**config.mk**
```make
export PLATFORM = sky130hd
export DESIGN_NAME = mul_div_unit
export DESIGN_NICKNAME = d
export VERILOG_FILES = /design/src/rtl/mul_div_unit.sv
export SDC_FILE = /design/constraint.sdc
export NUM_CORES = 1
export LEC_CHECK = 0
export BUFFER_PORTS_ARGS = -buffer_cell sky130_fd_sc_hd__buf_2
export CAP_MARGIN = 15
export CORE_MARGIN = 5
export CORE_UTILIZATION = 57
export DETAILED_ROUTE_END_ITERATION = 12
export HOLD_SLACK_MARGIN = 0.05
export PLACE_DENSITY = 0.81
export SYNTH_ARGS = -nofsm -noshare
export SYNTH_HDL_FRONTEND = slang
export SYNTH_SLANG_ARGS = --single-unit
```
**constraint.sdc**
```tcl
create_clock -name clk -period 3.5 [get_ports clk]
set_input_delay 0 -clock clk [delete_from_list [all_inputs] [get_ports clk]]
set_output_delay 0 -clock clk [all_outputs]
set_load 0.01 [all_outputs]
```
**src/rtl/mul_div_unit.sv**
```systemverilog
// ---------------------------------------------------------------------------
// mul_div_unit
// Iterative RISC-V M-extension multiply/divide unit. One operand bit is
// processed per clock: shift-add for the multiplies, restoring
// shift-subtract for the divides. Signed operations iterate on magnitudes
// and fix up the sign in a final cycle, so latency is identical for every
// op, including divide-by-zero and signed overflow.
//
// Ports
//   clk     in   1     rising-edge clock
//   rst     in   1     asynchronous active-high reset
//   start   in   1     request pulse, sampled only while busy=0
//   op      in   3     funct3: MUL MULH MULHSU MULHU DIV DIVU REM REMU
//   a       in   XLEN  multiplicand / dividend
//   b       in   XLEN  multiplier / divisor
//   busy    out  1     operation in progress
//   done    out  1     one-cycle pulse, result valid
//   result  out  XLEN  last completed result, held until the next one
// ---------------------------------------------------------------------------
module mul_div_unit #(
   parameter int XLEN = 32
) (
   input  logic            clk,
   input  logic            rst,
   input  logic            start,
   input  logic [2:0]      op,
   input  logic [XLEN-1:0] a,
   input  logic [XLEN-1:0] b,
   output logic            busy,
   output logic            done,
   output logic [XLEN-1:0] result
);

   localparam int CW = $clog2(XLEN + 1);

   localparam logic [1:0] IDLE = 2'd0;
   localparam logic [1:0] CALC = 2'd1;
   localparam logic [1:0] DONE = 2'd2;

   logic [1:0]        state;
   logic [CW-1:0]     count;
   logic              is_mul_r;
   logic              want_hi_r;
   logic              is_rem_r;
   logic              neg_r;
   logic [XLEN-1:0]   opnd_r;
   logic [2*XLEN-1:0] work_r;

   logic              a_signed;
   logic              b_signed;
   logic              a_neg;
   logic              b_neg;
   logic [XLEN-1:0]   a_mag;
   logic [XLEN-1:0]   b_mag;
   logic              start_neg;
   logic              accept;

   logic [XLEN:0]     mul_sum;
   logic [2*XLEN-1:0] mul_next;
   logic [XLEN:0]     div_shift;
   logic              div_ge;
   logic [XLEN-1:0]   div_diff;
   logic [2*XLEN-1:0] div_next;

   logic [2*XLEN-1:0] prod_fixed;
   logic [XLEN-1:0]   quo_mag;
   logic [XLEN-1:0]   rem_mag;
   logic [XLEN-1:0]   final_val;

   // Operand decode at request time: which operands are signed for this op,
   // their magnitudes, and the sign the final result must take. The
   // quotient of a divide by zero stays all ones regardless of the
   // dividend sign, so its negate is suppressed when b is zero. The
   // remainder always follows the dividend sign; with b zero this gives
   // back a unchanged.
   always_comb begin
      a_signed  = (op == 3'b001) || (op == 3'b010) || (op == 3'b100) || (op == 3'b110);
      b_signed  = (op == 3'b001) || (op == 3'b100) || (op == 3'b110);
      a_neg     = a_signed & a[XLEN-1];
      b_neg     = b_signed & b[XLEN-1];
      a_mag     = a_neg ? (~a + 1'b1) : a;
      b_mag     = b_neg ? (~b + 1'b1) : b;
      start_neg = 1'b0;
      if (!op[2]) begin
         start_neg = a_neg ^ b_neg;
      end else if (op[1]) begin
         start_neg = a_neg;
      end else begin
         start_neg = (a_neg ^ b_neg) & (b != '0);
      end
      accept = start && (state != CALC);
   end

   // One iteration step for each algorithm. work_r holds {acc, multiplier}
   // for multiplies and {remainder, dividend/quotient} for divides; both
   // shift one bit per cycle through the same register. The remainder is
   // always below the divisor, so when the trial subtract succeeds the
   // difference fits in XLEN bits and only the low bits are needed.
   always_comb begin
      mul_sum   = {1'b0, work_r[2*XLEN-1:XLEN]} + (work_r[0] ? {1'b0, opnd_r} : '0);
      mul_next  = {mul_sum, work_r[XLEN-1:1]};
      div_shift = {work_r[2*XLEN-1:XLEN], work_r[XLEN-1]};
      div_ge    = div_shift >= {1'b0, opnd_r};
      div_diff  = div_shift[XLEN-1:0] - opnd_r;
      if (div_ge) begin
         div_next = {div_diff, work_r[XLEN-2:0], 1'b1};
      end else begin
         div_next = {div_shift[XLEN-1:0], work_r[XLEN-2:0], 1'b0};
      end
   end

   // Sign fix-up and half selection once all iterations are done. The
   // full double-width product is negated so the upper half of signed
   // products carries the correct borrow from the lower half.
   always_comb begin
      prod_fixed = neg_r ? (~work_r + 1'b1) : work_r;
      quo_mag    = work_r[XLEN-1:0];
      rem_mag    = work_r[2*XLEN-1:XLEN];
      if (is_mul_r) begin
         final_val = want_hi_r ? prod_fixed[2*XLEN-1:XLEN] : prod_fixed[XLEN-1:0];
      end else if (is_rem_r) begin
         final_val = neg_r ? (~rem_mag + 1'b1) : rem_mag;
      end else begin
         final_val = neg_r ? (~quo_mag + 1'b1) : quo_mag;
      end
   end

   // Control and datapath registers. CALC spends XLEN cycles iterating
   // (count 0..XLEN-1) and one more with count==XLEN to apply the sign and
   // load result, so done appears XLEN+1 edges after the accepting edge.
   // A request is taken from IDLE or DONE, which lets a start held high
   // through DONE chain straight into the next operation.
   always_ff @(posedge clk or posedge rst) begin
      if (rst) begin
         state     <= IDLE;
         count     <= '0;
         is_mul_r  <= 1'b0;
         want_hi_r <= 1'b0;
         is_rem_r  <= 1'b0;
         neg_r     <= 1'b0;
         opnd_r    <= '0;
         work_r    <= '0;
         result    <= '0;
      end else begin
         case (state)
            IDLE, DONE: begin
               if (accept) begin
                  state     <= CALC;
                  count     <= '0;
                  is_mul_r  <= ~op[2];
                  want_hi_r <= (op[1:0] != 2'b00);
                  is_rem_r  <= op[1];
                  neg_r     <= start_neg;
                  if (!op[2]) begin
                     opnd_r <= a_mag;
                     work_r <= {{XLEN{1'b0}}, b_mag};
                  end else begin
                     opnd_r <= b_mag;
                     work_r <= {{XLEN{1'b0}}, a_mag};
                  end
               end else begin
                  state <= IDLE;
               end
            end
            CALC: begin
               if (count == CW'(XLEN)) begin
                  result <= final_val;
                  state  <= DONE;
               end else begin
                  work_r <= is_mul_r ? mul_next : div_next;
                  count  <= count + CW'(1);
               end
            end
            default: begin
               state <= IDLE;
            end
         endcase
      end
   end

   // Status outputs decode directly from the state register.
   always_comb begin
      busy = (state == CALC);
      done = (state == DONE);
   end

endmodule

```
Yosys cells after proc, flatten, opt, wreduce, memory -nomap -nowiden
Cells that the tools add are included.
{"block": "classes", "n_addsub": 8, "n_lt_le_gt_ge": 1, "n_eq_ne": 11, "muxes": 24, "bitwise": 10, "n_reduce_logical": 14}
{"operator": "two-way mux 32 bit", "n": 10}
{"operator": "two-way mux 64 bit", "n": 5}
{"operator": "adder 32 x 1 -> 32 bit (second input constant)", "n": 4}
{"operator": "NOT 32 bit", "n": 4}
{"operator": "one-hot mux 64 bit (2 select lines)", "n": 1}
{"operator": "adder 64 x 1 -> 64 bit (second input constant)", "n": 1}
{"operator": "NOT 64 bit", "n": 1}
{"operator": "adder 32 x 32 -> 33 bit", "n": 1}
{"operator": ">= comparator 33 x 32 -> 1 bit", "n": 1}
{"operator": "nonzero test 32 bit", "n": 1}
{"operator": "subtractor 32 bit", "n": 1}
{"operator": "two-way mux 6 bit", "n": 2}
{"operator": "one-hot mux 6 bit (2 select lines)", "n": 1}
{"operator": "adder 6 x 1 -> 6 bit (second input constant)", "n": 1}
{"operator": "equality test 3 bit (second input constant)", "n": 2}
{"operator": "equality test 6 bit (second input constant)", "n": 1}
{"operator": "logical OR 1 bit", "n": 5}
{"operator": "!= test 2 x 1 -> 1 bit (second input constant)", "n": 2}
{"operator": "!= test 2 bit (second input constant)", "n": 2}
{"operator": "one-hot mux 2 bit (2 select lines)", "n": 1}
{"operator": "AND reduction 2 bit", "n": 2}
{"operator": "nonzero test 2 bit", "n": 2}
{"operator": "AND 1 bit", "n": 3}
{"operator": "equality test 3 x 1 -> 1 bit (second input constant)", "n": 1}
{"operator": "11 further kinds", "n": 13}
{"block": "word_totals", "register_bits": 140, "inputBits": 70, "out_inout_bits": 34, "word_cells": 77}

Longest topological paths before layout
{"block": "depth", "word_depth": 9, "ltp_mapped": 14, "mapped_depth_nobuf": 13}

Least setup slack after synthesis
Ideal clock, no wire load.
{"block": "synth_timing", "path_kind": "reg-to-reg", "start": "reg work_r[57]", "end": "reg work_r[38]", "setup_ns": 0.133, "arrival_ns": 3.186, "t_required_ns": 3.367, "setup_slack_ns": 0.181, "stages_incl_launch_ff": 12, "cell_sequence": "dfrtp_1 > ha_1 > clkbuf_1 > nand4_1 > or3_1 > or3_1 > nor3_1 > nand3b_1 > clkbuf_1 > mux2_2 > o21ai_0 > o21ai_0"}
{"block": "synth_via", "elab_chain_cells": 5}
{"item": "start, declared", "line_no": "47", "source": "logic [2*XLEN-1:0] work_r;"}
{"item": "start signal, assigned", "line_no": "156", "source": "work_r <= {{XLEN{1'b0}}, b_mag};"}
{"item": "start signal, assigned", "line_no": "159", "source": "work_r <= {{XLEN{1'b0}}, a_mag};"}
{"item": "start signal, assigned", "line_no": "170", "source": "work_r <= is_mul_r ? mul_next : div_next;"}
{"item": ">= comparator 33 x 32 -> 1 bit", "line_no": "103", "source": "div_ge = div_shift >= {1'b0, opnd_r};"}
{"item": "two-way mux 64 bit", "line_no": "105", "source": "if (div_ge) begin"}
{"item": "two-way mux 64 bit", "line_no": "170"}
{"item": "two-way mux 64 bit", "line_no": "166", "source": "if (count == CW'(XLEN)) begin"}
{"item": "one-hot mux 64 bit (2 select lines)", "line_no": "145", "source": "case (state)"}
No other way between the ends. The select of a mux whose other input is x is not followed.
A chain may end at the register's enable or synchronous reset.

Worst setup path in the final report
{"block": "layout_timing", "start": "reg work_r[50]", "end": "reg result[27]"}
{"block": "layout_via", "elab_chain_cells": 5}
{"item": "NOT 64 bit / NOT 32 bit (equally long branches)", "line_no": "116, 122"}
{"item": "adder 64 x 1 -> 64 bit / adder 32 x 1 -> 32 bit (equally long branches)", "line_no": "116, 122"}
{"item": "two-way mux 64 bit / two-way mux 32 bit (equally long branches)", "line_no": "116, 122"}
{"item": "two-way mux 32 bit, on equally long branches", "line_no": "120, 121"}
{"item": "two-way mux 32 bit *", "line_no": "119", "source": "if (is_mul_r) begin"}
{"item": "end signal, assigned", "line_no": "167", "source": "result <= final_val;"}
{"item": "end, declared", "line_no": "31", "source": "output logic [XLEN-1:0] result"}
Mark *: on every way between the ends. The rest lies on a longest branch, timed or not.

==> PnR_summary.wiki <==
{| class="wikitable"
! Metric !! Value
|-
| Outcome || completed
|-
| Power per standard cell area || 1195 mW/mm^2
|-
| RePlAce Congestion || 1.029
|-
| Hold violation count in the final report || 0
|-
| CTS Buf Count || 17
|-
| Fraction of final layout cells sized beyond drive strength 1 || 0.1344
|-
| Synth Register Bits || 140
|-
| Final sum of negative setup slack || 0 ns
|-
| Overall via count from detail_route || 15520
|-
| Post-synthesis sequential area ratio || 0.2397
|-
| Placeable core region || 0.02518 sq mm
|-
| Post-route design area || 0.01665 sq mm
|-
| Kind of end point of the critical path || flip-flop
|-
| Count of unique library cells instantiated by Yosys || 85
|-
| Root Buffer || sky130_fd_sc_hd__clkbuf_16
|-
| Standard-cell row count || 58
|-
| RSZ-0062 raised after global routing || false
|-
| Number of enable-type register cells in the synthesized netlist || 0
|-
| Count of final setup violators || 0
|-
| Later-pin clock latency in the skew report || 0.44 ns
|-
| HPWL after detailed placement || 39890 um
|-
| Maximum clock insertion buffer count || 2
|-
| IR Drop Worst-Case VDD || 0.5127 mV
|-
| Worst min-delay path category || in2reg
|-
| Max_slew headroom || 0.3787
|-
| Number of antenna repair diodes || 0
|-
| Post-route ant nets || 0
|-
| Total of buffers placed on input and output ports || 103
|-
| Starting DRC count in detailed routing || 1821
|-
| Synthesis-to-layout area growth || 13.94%
|-
| Syn nets || 2130
|-
| Pin count of the biggest net entering global routing || 108
|-
| Clk sink count || 140
|-
| Number of antenna violations at the first check in global routing || 0
|-
| Achievable frequency || 295.3 MHz
|-
| Top fanout value on the critical path || 9
|-
| Number of maximum-capacitance violations || 0
|-
| Height of the die || 170.1 um
|-
| Critical path arrival || 3.70 ns
|-
| Time the worst path needs with I/O delays and setup || 3.386 ns
|-
| Final Cycle Share || 0.9674
|-
| Clock transition at the register clock pins on the worst setup and hold paths after CTS || 0.07 ns
|-
| Data required time of the worst path || 3.81 ns
|-
| Horizontal die dimension || 170.1 um
|-
| Nets || 2235
|-
| Share of flip-flops with an asynchronous set or reset || 1.000
|-
| First-pass iteration count of the detailed router || 6
|-
| Effective utilization at floorplan || 0.5804
|-
| Max-slew violation total from the final report || 0
|-
| Setup CP Type || reg2reg
|-
| Total length of routed wires || 51970 um
|-
| Synthesized area per cell || 7.352 sq um
|-
| Total leakage power || 7.188 nW
|-
| I/O pin count || 104
|-
| Transition time of the tightest slew-check pin || 0.9234 ns
|-
| Wire length of the first global-routing pass || 81270 um
|-
| Routed len/inst || 21.34 um
|-
| Setup skew after layout || 0.01674 ns
|-
| Final global-route overflow total || 0
|-
| Detailed-route vias per instance || 6.369
|-
| Overall routing resource usage || 0.3566
|-
| Count of unresolved DRC violations after routing || 0
|-
| Placed inst area || 0.01578 sq mm
|-
| Number of global-route vias before repair || 14300
|-
| Warnings from Yosys || 0
|-
| Primary FF master, synth || sky130_fd_sc_hd__dfrtp_1
|-
| Synthesized area || 0.01462 sq mm
|-
| Startpoint class of the critical path || flip-flop
|-
| TritonCTS clock tree || yes
|-
| H-tree depth || 4
|-
| Cells after Synth || 1988
|-
| Die Footprint || 0.02894 sq mm
|}
## sequential cells by signal, indices dropped and copies added, names as in the netlist
signal and flops:
neg_r 1, want_hi_r 1, is_mul_r 1, result 32, state 2, is_rem_r 1, opnd_r 32, work_r 64
count 6
## metal layers
layer	share of wire	wire length, um	global-route usage	up-vias
met5	0	0	0	-
met4	0.050	2594	0.1597	0
met3	0.11	5665	0.07038	128
met2	0.41	21420	0.5112	824
met1	0.43	22300	0.5188	7214
li1	-	-	-	7349
## power breakdown
group | total [mW] | switching (mW) | internal (mW)
sequential | 3.51 | 1.06 | 2.45
clock | 1.86 | 0.898 | 0.963
combinational | 14.5 | 8.62 | 5.91
## area by class of cell
cell class              count  area, sq um
inverters                  75        285.3
repair buffers            221         1509
fillers                  2161         8529
well taps                 330        412.9
clock inverters            15        178.9
multi-input cells        1638        10330
clock buffers              17        425.4
flip-flops and latches    140         3508
## cells in the final DEF, fill, tap and decap left out, types with 6 or more instances in the layout
cell type                         n
sky130_fd_sc_hd__mux2_2          15
sky130_fd_sc_hd__and3_1          12
sky130_fd_sc_hd__nor3_1          40
sky130_fd_sc_hd__dlygate4sd3_1   23
sky130_fd_sc_hd__ha_1            70
sky130_fd_sc_hd__nor4_1          19
sky130_fd_sc_hd__o21ai_0        184
sky130_fd_sc_hd__or4_1           16
sky130_fd_sc_hd__buf_2          103
sky130_fd_sc_hd__xor2_1          97
sky130_fd_sc_hd__a31oi_1         13
sky130_fd_sc_hd__a21oi_1        209
sky130_fd_sc_hd__nand2b_1        17
sky130_fd_sc_hd__nand3_1         46
sky130_fd_sc_hd__nor2b_1         17
sky130_fd_sc_hd__and2_1          11
sky130_fd_sc_hd__clkbuf_16       17
sky130_fd_sc_hd__o21bai_1         8
sky130_fd_sc_hd__a221oi_1         7
sky130_fd_sc_hd__buf_4           91
sky130_fd_sc_hd__a211oi_1        30
sky130_fd_sc_hd__o21ai_1          8
sky130_fd_sc_hd__nand4_1          9
sky130_fd_sc_hd__dfrtp_1        138
sky130_fd_sc_hd__o31ai_1         28
sky130_fd_sc_hd__o2111ai_1        6
sky130_fd_sc_hd__o211ai_1        16
sky130_fd_sc_hd__a21o_1          27
sky130_fd_sc_hd__nor2_1         237
sky130_fd_sc_hd__nand2_1        188
sky130_fd_sc_hd__mux2i_1         53
sky130_fd_sc_hd__inv_1           73
sky130_fd_sc_hd__o221ai_1         9
sky130_fd_sc_hd__o22ai_1          6
sky130_fd_sc_hd__or2_2            8
sky130_fd_sc_hd__o21a_1          17
sky130_fd_sc_hd__or3_1           22
sky130_fd_sc_hd__o41ai_1         15
sky130_fd_sc_hd__xnor2_1         83
## cells in the mapped netlist (all sizes together) (17+ instances only)
cell,number,area share
nand2b,18,0.0077
o31ai,30,0.016
ha,70,0.060
a21o,27,0.014
inv,75,0.019
nor2,239,0.062
clkbuf,113,0.029
or4,18,0.0095
a21oi,210,0.072
xor2,97,0.058
nor3,40,0.014
xnor2,83,0.050
buf,22,0.0071
or3,23,0.010
dfrtp,140,0.24
o21a,17,0.0087
nor2b,18,0.0077
nand2,189,0.049
nand3,46,0.016
mux2i,53,0.036
nor4,20,0.0086
a211oi,30,0.015
o21ai,192,0.066
## timing repair
item,in CTS,in global routing
hold buffers,23,0
setup buffers,0,2
endpoints found under the hold margin,155,0
setup endpoints to repair,0,9
resized for setup,0,6
## worst paths after layout
path	start	to	slack, ns	depth (start not counted)
worst min-delay path	a[30]	opnd_r[30]	0.07	5
worst min register to register	result[11]	result[11]	0.47	2
worst max-delay path	work_r[50]	result[27]	0.11	9
worst max register to register	work_r[50]	result[27]	0.11	9
min in group asynchronous	rst	work_r[19]	0.22	4
max in group asynchronous	rst	work_r[62]	2.74	4
## per-stage QoR
stage,power (mW),hold slack (ns),std cells,setup WS (ns),utilization
finish,19.90,0.06520,2436,0.1141,0.6613
global placement,17.20,0.1942,2379,0.2086,0.6267
detailed placement,17.43,0.2072,2379,0.2126,0.6267
CTS,19.44,0.05034,2434,0.1943,0.6598
floorplan,13.16,0.1054,1988,0.1810,-
global route,21.36,0.09371,2436,0.02010,0.6613
## cells by family after synthesis
family / synth area share
muxes: 0.05042
buffers and inverters: 0.05547
and+or+nand+nor: 0.2135
AOI/OAI and AO/OA: 0.2704
adders and majority gates: 0.06267
DFF: 0.2397
xor gates and xnor gates: 0.1079
## critical path, cell delays in order (launching register included)
cell and delay, ns:
sky130_fd_sc_hd__dfrtp_1 0.60, sky130_fd_sc_hd__or3_1 0.49, sky130_fd_sc_hd__or4_1 0.47, sky130_fd_sc_hd__or3_1 0.37, sky130_fd_sc_hd__nand2b_1 0.24, sky130_fd_sc_hd__o41ai_1 0.52, sky130_fd_sc_hd__xor2_1 0.19, sky130_fd_sc_hd__mux2i_1 0.09
sky130_fd_sc_hd__a21oi_1 0.21, sky130_fd_sc_hd__o21ai_0 0.10
Note: power is estimated with default switching activity, not from simulation.
